$ cat src/rtl/ysyx_24120013_ifu_pkg.sv
// ysyx_24120013_ifu_pkg: shared state encoding and constants for the instruction fetch unit
package ysyx_24120013_ifu_pkg;
  typedef enum logic [1:0] {S_BOOT, S_REQ, S_WAIT, S_OUT} state_t;
  localparam int INST_WIDTH = 32;
  localparam int PC_STEP = 4;
  localparam logic [31:0] DEF_RESET_PC = 32'h8000_0000;
endpackage

$ cat src/rtl/ysyx_24120013_ifu_perf.sv
// ysyx_24120013_ifu_perf: retired-fetch and stall-cycle counters, wrapping at 2^32
module ysyx_24120013_ifu_perf (
  input  logic        clk,
  input  logic        rst,
  input  logic        fire,
  input  logic        stall,
  output logic [31:0] fetch_cnt,
  output logic [31:0] stall_cnt
);
  always_ff @(posedge clk or negedge rst) begin
    if (!rst) begin
      fetch_cnt <= '0;
      stall_cnt <= '0;
    end else begin
      fetch_cnt <= fetch_cnt + {31'd0, fire};
      stall_cnt <= stall_cnt + {31'd0, stall};
    end
  end
endmodule

$ cat src/rtl/ysyx_24120013_ifu.sv
// ysyx_24120013_ifu: single-outstanding fetch unit with redirect flush; IFU_PERF_CNT_EN adds perf counters
module ysyx_24120013_ifu
  import ysyx_24120013_ifu_pkg::*;
#(
  parameter int ADDR_WIDTH = 32,
  parameter logic [ADDR_WIDTH-1:0] RESET_PC = ADDR_WIDTH'(DEF_RESET_PC)
) (
  input  logic                  clk,
  input  logic                  rst,
  output logic                  imem_req_valid,
  input  logic                  imem_req_ready,
  output logic [ADDR_WIDTH-1:0] imem_req_addr,
  input  logic                  imem_resp_valid,
  input  logic [INST_WIDTH-1:0] imem_resp_data,
  output logic                  inst_valid,
  input  logic                  inst_ready,
  output logic [INST_WIDTH-1:0] inst,
  output logic [ADDR_WIDTH-1:0] inst_pc,
  input  logic                  redirect_valid,
  input  logic [ADDR_WIDTH-1:0] redirect_pc,
  output logic [31:0]           perf_fetch_cnt,
  output logic [31:0]           perf_stall_cnt
);
  state_t state, state_nx;
  logic [ADDR_WIDTH-1:0] pc, pc_nx;
  logic [INST_WIDTH-1:0] inst_buf;
  logic drop, drop_nx, load;
  always_comb begin
    state_nx = state;
    drop_nx  = drop;
    load     = 1'b0;
    pc_nx    = redirect_valid ? (redirect_pc & ~ADDR_WIDTH'(3)) :
               (state == S_OUT && inst_ready) ? pc + ADDR_WIDTH'(PC_STEP) : pc;
    case (state)
      S_BOOT: state_nx = S_REQ;
      S_REQ: begin
        state_nx = imem_req_ready ? S_WAIT : S_REQ;
        drop_nx  = redirect_valid && imem_req_ready;
      end
      S_WAIT: begin
        // a response for a flushed request returns to S_REQ without touching the buffer
        state_nx = !imem_resp_valid ? S_WAIT : (drop || redirect_valid) ? S_REQ : S_OUT;
        load     = imem_resp_valid && !drop && !redirect_valid;
        drop_nx  = !imem_resp_valid && (drop || redirect_valid);
      end
      S_OUT: state_nx = (redirect_valid || inst_ready) ? S_REQ : S_OUT;
      default: state_nx = S_BOOT;
    endcase
  end
  always_ff @(posedge clk or negedge rst) begin
    if (!rst) begin
      state    <= S_BOOT;
      pc       <= RESET_PC;
      drop     <= 1'b0;
      inst_buf <= '0;
      inst_pc  <= '0;
    end else begin
      state <= state_nx;
      pc    <= pc_nx;
      drop  <= drop_nx;
      if (load) begin
        inst_buf <= imem_resp_data;
        inst_pc  <= pc;
      end
    end
  end
  assign imem_req_valid = state == S_REQ;
  assign imem_req_addr  = imem_req_valid ? pc : '0;
  assign inst_valid     = state == S_OUT;
  assign inst           = inst_buf;
`ifdef IFU_PERF_CNT_EN
  ysyx_24120013_ifu_perf u_perf (
    .clk      (clk),
    .rst      (rst),
    .fire     (inst_valid && inst_ready && !redirect_valid),
    .stall    (state == S_WAIT || (state == S_OUT && !inst_ready)),
    .fetch_cnt(perf_fetch_cnt),
    .stall_cnt(perf_stall_cnt)
  );
`else
  assign perf_fetch_cnt = '0;
  assign perf_stall_cnt = '0;
`endif
endmodule

$ cat config.mk
export PLATFORM = sky130hd
export DESIGN_NAME = ysyx_24120013_ifu
export DESIGN_NICKNAME = d
export VERILOG_FILES = /design/src/rtl/ysyx_24120013_ifu_pkg.sv /design/src/rtl/ysyx_24120013_ifu_perf.sv /design/src/rtl/ysyx_24120013_ifu.sv
export SDC_FILE = /design/constraint.sdc
export NUM_CORES = 1
export LEC_CHECK = 0
export BUFFER_PORTS_ARGS = -buffer_cell sky130_fd_sc_hd__buf_2
export CAP_MARGIN = 20
export CORE_MARGIN = 3
export CORE_UTILIZATION = 48
export CTS_BUF_LIST = sky130_fd_sc_hd__clkbuf_8
export DETAILED_ROUTE_END_ITERATION = 8
export GPL_TIMING_DRIVEN = 0
export PLACE_DENSITY = 0.84
export SYNTH_ARGS = -nofsm -noshare
export SYNTH_HDL_FRONTEND = slang
export SYNTH_SLANG_ARGS = --single-unit
$ cat constraint.sdc
create_clock -name clk -period 3.1 [get_ports clk]
set_clock_uncertainty 0.2 [all_clocks]
set_input_delay 0.31 -clock clk [delete_from_list [all_inputs] [get_ports clk]]
set_output_delay 0.31 -clock clk [all_outputs]
set_load 0.02 [all_outputs]
==> summary.md, run 1 <==
| Metric | Value |
|---|---|
| ANT nets after route | 0 |
| Syn Std Cell Area | 4880 sq um |
| Post-synth cell types | 39 |
| CP endpoint | pc[27] |
| Main synth FF type | dfrtp_1 |
| Total chip power | 4.85 mW |
| Detailed placer's ending HPWL | 9490 microns |
| Post-synthesis sequential area ratio | 0.488 |
| CP endpoint kind | flip-flop |
| Inst Count DP | 805 |
| Pins Over Slew Limit | 0 |
| Worst-skew pair later-pin latency | 0.36 ns |
| TritonCTS clock tree | done |
| Worst R2R Path Depth | 7 |
| YS warnings | 0 |
| Synth Register Bits | 95 |
| RSZ-0062 raised after global routing | false |
| Req. time, crit path | 3.18 ns |
| Max Cap Violations | 0 |
| # setup viols final | 0 |
| Initial Util | 0.497 |
| Clock sinks | 95 |
| CP peak stage delay | 0.50 ns |
| Crit-path slowest cell | clkbuf_1 |
| Clock Tree Buf Depth | 2 |
| GRT Total Usage | 0.237 |
| Total CTS buffers | 9 |
| Area leader, netlist | dfrtp_1 |
| Worst-margin pin slew | 0.766 ns |
| I/O pin cnt | 232 |
| Initial DRC count | 177 |
| Number of synthesized flops with an enable pin | 0 |
| First-pass GRT wire length | 21,300 microns |
| Crit path launch | state[0] |
| Post-Synthesis Cells | 443 |
| Asr flop ratio synth | 1.00 |
| WL final | 13,700 microns |
| Vias | 4,215 |
| Setup WS pre-CTS | 0.212 ns |
| # fillers | 727 |
| Die Span Y | 107 microns |
| Largest cells by area after synthesis | dfrtp_1 48%, mux2_2 14%, buf_4 10% |
| Pwr/cell area | 699 nW/um^2 |
| CP Class | reg -> reg |
| Synthesis-to-layout area growth | 42.3% |
| Post-CTS setup repair buffer count | 0 |
| Reg-to-reg startpoint | state[0] |
| # rows | 36 |
| Tmin final | 2.68 ns |
| Reg2reg setup slack | 0.42 ns |
| Pin count of the biggest net entering global routing | 65 |
| Syn_area_per_cell | 11.0 sq um |
| Status | finished clean |
| Fmax | 373 MHz |
| Core Area | 9820 sq um |
| Nets@finish | 821 |
| Setup ws final | 0.419 ns |
| Die W | 107 microns |
| Grt ovf | 0 |
| Clock transition at the registers of the reported paths | 0.09 ns |
| Layout cells sized above 1 | 0.422 |
| Via-per-instance ratio | 4.76 |
| R2r endpoint | pc[27] |
| Worst Setup Start Kind | flip-flop |
| Root Driver | clkbuf_8 |
| Placer Congestion | 0.774 |
| Hold Crit Class | in -> reg |
| H-tree lvl count | 3 |
| Initial antenna violation count | 1 |
| Crit-path cells | ha_1 -> nand2_1 -> nor2_1 -> clkbuf_1 -> nand3_1 -> xor2_1 -> o21ai_0 |
| Port Buffers | 161 |
| Final hold violations | 0 |
| Yosys top cell area share | 0.482 |
| Vias in the first global route | 4,259 |
| DRT Pass-1 Iters | 4 |
| Setup_tns | 0 ns |
| CP arrival | 2.76 ns |
| DIE AREA | 11,400 sq um |
| Non-Filler Instances | 886 |
| Drc violations | 0 |
| WL/cell | 15.5 microns |
| Worst VDD drop | 516 uV |
| Worst-path maximum fanout | 10 |
| Normalized max-slew margin | 0.485 |
| Fin crit share | 0.865 |
| P_leak | 3.62 nW |
[per-stage QoR]
stage / hold WS (ns) / cell area, sq um / utilization
finish: 0.0217 / 6940 / 0.707
global route: 0.0544 / 6940 / 0.706
CTS: 0.00219 / 6930 / 0.706
detailed placement: 0.0830 / 6130 / 0.624
global placement: 0.284 / 6100 / 0.621
floorplan: -0.186 / 5130 / -
[critical path, delay by kind of cell (launching register included)]
| family | cells | cell delay (ns) |
|---|---|---|
| AND/OR/NAND/NOR | 3 | 0.83 |
| flip-flops | 1 | 0.39 |
| XOR/XNOR | 1 | 0.18 |
| adder cells (fa/ha/maj) | 1 | 0.32 |
| buffers and inverters | 1 | 0.50 |
| AO/OA/AOI/OAI | 1 | 0.17 |
[how the worst min path moves through the flow]
stage / from / to / slack (ns) / depth (start not counted)
final: redirect_pc[26] / pc[26] / 0.02 / 3
after global routing: redirect_pc[26] / pc[26] / 0.05 / 3
after CTS: redirect_pc[26] / pc[26] / 0.002 / 3
after detailed placement: rst / inst[11] / 0.08 / 1
after global placement: inst[25] / inst[25] / 0.28 / 1
after floorplan: rst / drop / -0.19 / 0
[layout make-up]
type / instances / area [sq um] / share of cell area
antenna: 2 / 5.00 / 0.000721
timing repair buffer: 225 / 1470 / 0.211
buffer: 86 / 584 / 0.0842
multi-input combinational: 323 / 2150 / 0.310
clock buffer: 9 / 124 / 0.0179
clock inverter: 7 / 43.8 / 0.00631
tap: 133 / 166 / 0.0240
sequential: 95 / 2380 / 0.343
inverter: 6 / 22.5 / 0.00325
[logic make-up (layout without fill, tap and decap cells)]
group,Yosys count,in the layout,share of synthesized area
simple gates,123,123,0.139
flops,95,95,0.488
buf+inv,92,333,0.124
mux,63,63,0.145
compound gates,37,37,0.0413
xor+xnor,27,27,0.0485
fa+ha+maj,5,5,0.0128
other cells,1,70,0.000769
[registers in the layout, summed over array words and instances (netlist names)]
signal / flops
pc: 30
drop: 1
inst: 32
state: 2
inst_pc: 30
[per-layer routing]
metal / global-route usage / vias up / routed length [microns]
met5: 0 / - / 0
met4: 0.117 / 0 / 547
met3: 0.0403 / 45 / 840
met2: 0.414 / 181 / 7070
met1: 0.283 / 2019 / 5240
li1: - / 1970 / -
[cells in the mapped netlist (all sizes together) (3+ instances only)]
master	count
nand2	41
buf	72
dfrtp	94
nor3	3
ha	5
nand3	14
xnor2	4
nand4	11
mux2	62
and3	4
xor2	23
nor2	9
o21ai	30
inv	6
and2	29
clkbuf	14
[placed cells by master (no fill, tap or decap), types with 10 or more instances in the layout]
| cell type | synthesis | routed |
|---|---|---|
| buf_2 | 4 | 164 |
| dfrtp_1 | 94 | 94 |
| buf_4 | 68 | 69 |
| conb_1 | 1 | 68 |
| dlygate4sd3_1 | 0 | 63 |
| mux2_2 | 62 | 62 |
| nand2_1 | 41 | 41 |
| o21ai_0 | 30 | 30 |
| and2_1 | 29 | 29 |
| xor2_1 | 23 | 23 |
| clkbuf_1 | 13 | 13 |
| nand3_1 | 13 | 13 |
| nand4_1 | 10 | 10 |
[power breakdown]
group          internal, mW  total (mW)  switching (mW)  leakage, nW
clock network         0.287       0.724           0.436       0.0843
registers              1.64        1.89           0.252         1.20
logic                 0.898        2.24            1.34         2.34
total                  2.82        4.85            2.03         3.62
[what timing repair did]
action,4_1_cts,5_1_grt
gates resized for setup,0,1
hold buffers,63,0
endpoints found under the setup margin,0,1
endpoints found under the hold margin,93,0
(Power assumes the default switching activity.)
==> run 2, diff against run 1 <==
--- a/config.mk
+++ b/config.mk
@@ -5,14 +5,15 @@
 export SDC_FILE = /design/constraint.sdc
 export NUM_CORES = 1
 export LEC_CHECK = 0
+export ABC_AREA = 1
 export BUFFER_PORTS_ARGS = -buffer_cell sky130_fd_sc_hd__buf_2
 export CAP_MARGIN = 20
 export CORE_MARGIN = 3
-export CORE_UTILIZATION = 48
+export CORE_UTILIZATION = 50
 export CTS_BUF_LIST = sky130_fd_sc_hd__clkbuf_8
 export DETAILED_ROUTE_END_ITERATION = 8
 export GPL_TIMING_DRIVEN = 0
-export PLACE_DENSITY = 0.84
+export PLACE_DENSITY_LB_ADDON = 0.1
 export SYNTH_ARGS = -nofsm -noshare
 export SYNTH_HDL_FRONTEND = slang
 export SYNTH_SLANG_ARGS = --single-unit
==> summary.md, run 2 <==
| Metric | Value |
|---|---|
| Status | finished clean |
| I/O pin cnt | 232 |
| WL/cell | 14.5 microns |
| Area of the multi-input gates | 2440 sq um |
| H-tree lvl count | 3 |
| Inst Count DP | 1,027 |
| Yosys top cell area share | 0.428 |
| Pwr/cell area | 714 nW/um^2 |
| Layout cells sized above 1 | 0.311 |
| Int Power | 2.94 mW |
| Hold WS | 0.0178 ns |
| Vias | 5,075 |
| Clock power share | 0.153 |
| Pin count of the biggest net entering global routing | 54 |
| Syn Std Cell Area | 5500 sq um |
| Syn_area_per_cell | 8.31 sq um |
| CP endpoint kind | output pin |
| Grt ovf | 0 |
| GR Util met3 | 0.0502 |
| Post-synth cell types | 35 |
| ANT nets after route | 0 |
| Max Cap Violations | 0 |
| Most common cell after layout, fill and taps aside | nand2_1 |
| Fin crit share | 0.818 |
| Area leader, netlist | dfrtp_1 |
| Worst Setup Start Kind | flip-flop |
| Met2 Track Usage GR | 0.442 |
| Post-route cell area | 7380 sq um |
| Vias in the first global route | 5,064 |
| Die Span Y | 111 microns |
| Placer Congestion | 0.894 |
| Hold Crit Class | in -> reg |
| Reg2reg setup slack | 1.04 ns |
| Fmax | 394 MHz |
| P_leak | 4.31 nW |
| Root Driver | clkbuf_8 |
| Worst VDD drop | 474 uV |
| Worst-path maximum fanout | 10 |
| TritonCTS clock tree | done |
| Clock Tree Buf Depth | 2 |
| Nets@finish | 1,021 |
| Antenna Cells | 0 |
| Largest cells by area after synthesis | dfrtp_1 43%, nand2_1 12%, buf_4 9.7% |
| Synth Register Bits | 95 |
| Most numerous cell in the Yosys netlist | nand2_1 |
| Setup ws final | 0.565 ns |
| Initial antenna violation count | 0 |
| Gate power share | 0.475 |
| Pins Over Slew Limit | 0 |
| Max FFs per register | 32 |
| Total chip power | 5.27 mW |
| Cell mode on critical path | inv_1 |
| Switching share of power | 0.443 |
| Reg-to-reg startpoint | state[0] |
| Initial DRC count | 307 |
| R2r endpoint | pc[20] |
| Crit-path cells | inv_1 -> ha_1 -> clkbuf_1 -> nand2_1 -> inv_1 -> buf_2 |
| Post-Synthesis Cells | 662 |
| Final hold violations | 0 |
| Setup_tns | 0 ns |
| Placed Area | 6750 sq um |
| DRT Pass-1 Iters | 5 |
| DIE AREA | 12,300 sq um |
| Worst R2R Path Depth | 7 |
| Layout Utilization | 0.703 |
| YS warnings | 0 |
| Hold depth | 3 |
| Normalized max-slew margin | 0.551 |
| Synthesis-to-layout area growth | 34.2% |
| Non-Filler Instances | 1,087 |
| Total CTS buffers | 9 |
| Clock transition at the registers of the reported paths | 0.10 ns |
| Post-synth top cells | 171 x nand2_1, 94 x dfrtp_1, 87 x inv_1 |
| Drc violations | 0 |
| Setup WS pre-CTS | 0.977 ns |
| Clock sinks | 95 |
| Met1 usage | 0.326 |
| CP arrival | 2.03 ns |
| Detailed placer's ending HPWL | 11,400 microns |
| Main synth FF type | dfrtp_1 |
| Tmin final | 2.54 ns |
| Asr flop ratio synth | 1.00 |
| Sw power | 2.34 mW |
| # setup viols final | 0 |
| Port Buffers | 161 |
| Die W | 111 microns |
| First-pass GRT wire length | 25,400 microns |
| Via-per-instance ratio | 4.67 |
| WL final | 15,700 microns |
| Initial Util | 0.524 |
| Min-delay src | redirect_pc[10] |
| GRT Max-Usage Layer | met2 |
| RSZ-0062 raised after global routing | false |
| GRT Total Usage | 0.254 |
| Sequential power share | 0.372 |
| Crit-path slowest cell | clkbuf_1 |
| Core Area | 10,500 sq um |
| Req. time, crit path | 2.59 ns |
| # rows | 37 |
| Worst-margin pin slew | 0.673 ns |
| FF/Latch Area | 2380 sq um |
| Most frequent cells in the layout | 171 x nand2_1, 165 x buf_2, 94 x dfrtp_1 |
| Worst-skew pair later-pin latency | 0.36 ns |
| Hold endpoint | pc[10] |
| Post-synthesis sequential area ratio | 0.432 |
| CP peak stage delay | 0.44 ns |
| # fillers | 881 |
| CP Class | reg -> out |
| Number of synthesized flops with an enable pin | 0 |
-- run 2: cell types whose count changed after synthesis, sizes merged, moves of 15 or more --
cell | previous run | this run
nand2 | 41 | 176
nor2 | 9 | 46
nand3 | 14 | 40
o21ai | 30 | 51
and2 | 29 | 0
mux2 | 62 | 33
xor2 | 23 | 8
inv | 6 | 87
-- run 2: timing repair --
item | 4_1_cts | 5_1_grt
endpoints found under the setup margin | 0 | 0
endpoints found under the hold margin | 95 | 0
setup buffers | 0 | 0
hold buffers | 44 | 0
resized for setup | 0 | 0
-- run 2: cells by family after synthesis --
logic type / Yosys count / synth area share
other: 1 / 0.000682
AO/OA/AOI/OAI: 71 / 0.0705
flip-flops: 95 / 0.432
multiplexers: 33 / 0.0812
adder cells (fa/ha/maj): 5 / 0.0114
AND/OR/NAND/NOR: 274 / 0.221
XOR/XNOR: 8 / 0.0127
buffers and inverters: 175 / 0.171
-- run 2: per-layer routing --
layer | vias up | share of wire | routed length [microns]
met2 | 236 | 0.48 | 7600
met5 | - | 0 | 0
met3 | 21 | 0.074 | 1170
met1 | 2305 | 0.42 | 6670
met4 | 0 | 0.019 | 296
li1 | 2513 | - | -
-- run 2: area by class of cell --
class	instances	share of cell area
plain buffers	88	0.0829
flip-flops and latches	95	0.322
clock buffers	10	0.0186
repair buffers	206	0.172
inverters	87	0.0442
multi-input cells	459	0.330
well taps	136	0.0230
clock inverters	6	0.00746
-- run 2: worst max path at each step --
stage,start,endpoint,slack [ns],depth (start not counted)
final,state[1],imem_req_addr[13],0.56,6
after CTS,state[1],imem_req_addr[13],0.57,6
after global routing,state[1],imem_req_addr[15],0.46,6
after global placement,rst,inst[6],0.62,1
after detailed placement,state[1],imem_req_addr[13],0.98,6
after floorplan,state[1],imem_req_addr[10],1.29,5
-- run 2: worst max-delay path: cells and delay by family (launching register included) --
kind / cells / cell delay (ns)
AND/OR/NAND/NOR: 1 / 0.15
buffers and inverters: 4 / 0.76
adder cells (fa/ha/maj): 1 / 0.34
flip-flops: 1 / 0.41
-- run 2: power by group through the flow --
stage / clock (mW) / sequential (mW) / combinational (mW)
2_1_floorplan: 0 / 2.37 / 1.19
3_3_place_gp: 0 / 1.94 / 2.42
3_5_place_dp: 0 / 1.97 / 2.45
4_1_cts: 0.825 / 1.95 / 2.51
5_1_grt: 0.890 / 2.02 / 2.72
6_report: 0.807 / 1.96 / 2.50
==> run 3, diff against run 2 <==
--- a/config.mk
+++ b/config.mk
@@ -5,11 +5,11 @@
 export SDC_FILE = /design/constraint.sdc
 export NUM_CORES = 1
 export LEC_CHECK = 0
-export ABC_AREA = 1
+export ABC_AREA = 0
 export BUFFER_PORTS_ARGS = -buffer_cell sky130_fd_sc_hd__buf_2
 export CAP_MARGIN = 20
 export CORE_MARGIN = 3
-export CORE_UTILIZATION = 50
+export CORE_UTILIZATION = 44
 export CTS_BUF_LIST = sky130_fd_sc_hd__clkbuf_8
 export DETAILED_ROUTE_END_ITERATION = 8
 export GPL_TIMING_DRIVEN = 0
==> constraint.sdc (replaced) <==
create_clock -name clk -period 2.3 [get_ports clk]
set_clock_uncertainty 0.2 [all_clocks]
set_input_delay 0.23 -clock clk [delete_from_list [all_inputs] [get_ports clk]]
set_output_delay 0.23 -clock clk [all_outputs]
set_load 0.02 [all_outputs]
==> summary.md, run 3 (synthesis gave the netlist of run 1 again) <==
| Metric | Value |
|---|---|
| Status | finished clean |
| Reg-to-reg startpoint | state[0] |
| P_leak | 3.71 nW |
| Initial Util | 0.462 |
| Normalized max-slew margin | 0.601 |
| Clock sinks | 95 |
| Pwr/cell area | 947 nW/um^2 |
| RSZ-0062 raised after global routing | true |
| FF/Latch Area | 2380 sq um |
| CP endpoint | pc[23] |
| Most frequent cells in the layout | 163 x buf_2, 94 x dfrtp_1, 72 x buf_4 |
| DIE AREA | 12,400 sq um |
| GR Util met3 | 0.0469 |
| Most common cell after layout, fill and taps aside | buf_2 |
| Grt ovf | 0 |
| Worst Setup Start Kind | flip-flop |
| CP endpoint kind | flip-flop |
| CP Class | reg -> reg |
| Clock transition at the registers of the reported paths | 0.09 ns |
| Drc violations | 0 |
| ANT nets after route | 0 |
| Final hold violations | 0 |
| Max Cap Violations | 0 |
| GRT Total Usage | 0.209 |
| Clock Tree Buf Depth | 2 |
| Max FFs per register | 32 |
| Antenna Cells | 0 |
| R2r endpoint | pc[23] |
| GRT Max-Usage Layer | met2 |
| Reg2reg setup slack | 0.07 ns |
| Crit path launch | state[0] |
| Fin crit share | 0.970 |
| Nets@finish | 826 |
| Hold Crit Class | in -> reg |
| Port Buffers | 161 |
| Initial antenna violation count | 0 |
| Via-per-instance ratio | 4.61 |
| DRT Pass-1 Iters | 4 |
| Placer Congestion | 0.788 |
| Worst-skew pair later-pin latency | 0.37 ns |
| Non-Filler Instances | 892 |
| I/O pin cnt | 232 |
| TritonCTS clock tree | done |
| # setup viols final | 0 |
| Placed Area | 6130 sq um |
| CP arrival | 2.32 ns |
| Synthesis-to-layout area growth | 45.1% |
| Tmin final | 2.23 ns |
| Post-route cell area | 7080 sq um |
| Fmax | 448 MHz |
| WL/cell | 14.4 microns |
| Vias | 4,108 |
| # fillers | 850 |
| Met1 usage | 0.255 |
| Worst R2R Path Depth | 7 |
| H-tree lvl count | 3 |
| Met2 Track Usage GR | 0.360 |
| Die W | 111 microns |
| Worst-path maximum fanout | 10 |
| # rows | 37 |
| Worst VDD drop | 479 uV |
| Detailed placer's ending HPWL | 9190 microns |
| WL final | 12,800 microns |
| Area of the multi-input gates | 2170 sq um |
| Worst-margin pin slew | 0.599 ns |
| Initial DRC count | 159 |
| First-pass GRT wire length | 20,900 microns |
| Root Driver | clkbuf_8 |
| Pins Over Slew Limit | 0 |
| Inst Count DP | 808 |
| Layout cells sized above 1 | 0.438 |
| Die Span Y | 111 microns |
| Pin count of the biggest net entering global routing | 53 |
| Total CTS buffers | 9 |
| Vias in the first global route | 4,203 |
| Core Area | 10,600 sq um |
| Req. time, crit path | 2.39 ns |
## run 3: report_power, final
part	internal (mW)	total [mW]	switching (mW)
logic	1.26	3.03	1.77
clock network	0.560	1.15	0.589
registers	2.21	2.53	0.322
total	4.02	6.70	2.68
## run 3: worst min path at each step
stage,startpoint,to,slack [ns],cells past startpoint
2_1_floorplan,rst,drop,-0.27,0
3_3_place_gp,redirect_pc[25],pc[25],0.24,3
3_5_place_dp,rst,inst[31],0.08,1
4_1_cts,imem_resp_valid,drop,0.001,3
5_1_grt,imem_resp_valid,drop,0.02,3
6_report,imem_resp_valid,drop,0.01,3
## run 3: stage by stage
stage          utilization  worst slack [ns]  total power, mW  hold WS (ns)  TNS (ns)
2_1_floorplan            -            0.0807             4.41        -0.266         0
3_3_place_gp         0.578            -0.537             5.38         0.239    -42.34
3_5_place_dp         0.581            -0.605             5.46        0.0787    -30.90
4_1_cts              0.666            0.0143             6.74       0.00119         0
5_1_grt              0.670           -0.0750             7.10        0.0240    -0.396
6_report             0.670            0.0700             6.70        0.0145         0
## run 3: per-layer routing
layer / part of all wire / vias to the layer above
met5: 0 / -
met4: 0.020 / 0
met3: 0.069 / 19
met2: 0.49 / 157
met1: 0.42 / 1946
li1: - / 1986
## run 3: cell type report
| class | instances | share of cell area |
|---|---|---|
| Sequential cell | 95 | 0.336 |
| Multi-Input combinational cell | 323 | 0.307 |
| Buffer | 86 | 0.0847 |
| Clock buffer | 11 | 0.0214 |
| Timing Repair Buffer | 230 | 0.215 |
| Clock inverter | 5 | 0.00796 |
| Tap cell | 136 | 0.0240 |
| Inverter | 6 | 0.00318 |
## run 3: worst max-delay path, cell delays in order, from the launching register on
cell and delay (ns):
dfrtp_1 0.39, ha_1 0.31, nand2_1 0.25, nor2_2 0.30, clkbuf_4 0.28, nand3_1 0.11
xor2_1 0.15, o21ai_0 0.16
## run 3: timing repair
item                                    4_1_cts  5_1_grt
buffers inserted                              1        2
gates cloned                                  0        0
resized for setup                            10        9
endpoints found under the hold margin       108        0
hold buffers                                 65        0
endpoints found under the setup margin       83       89
pin swaps                                     1        2
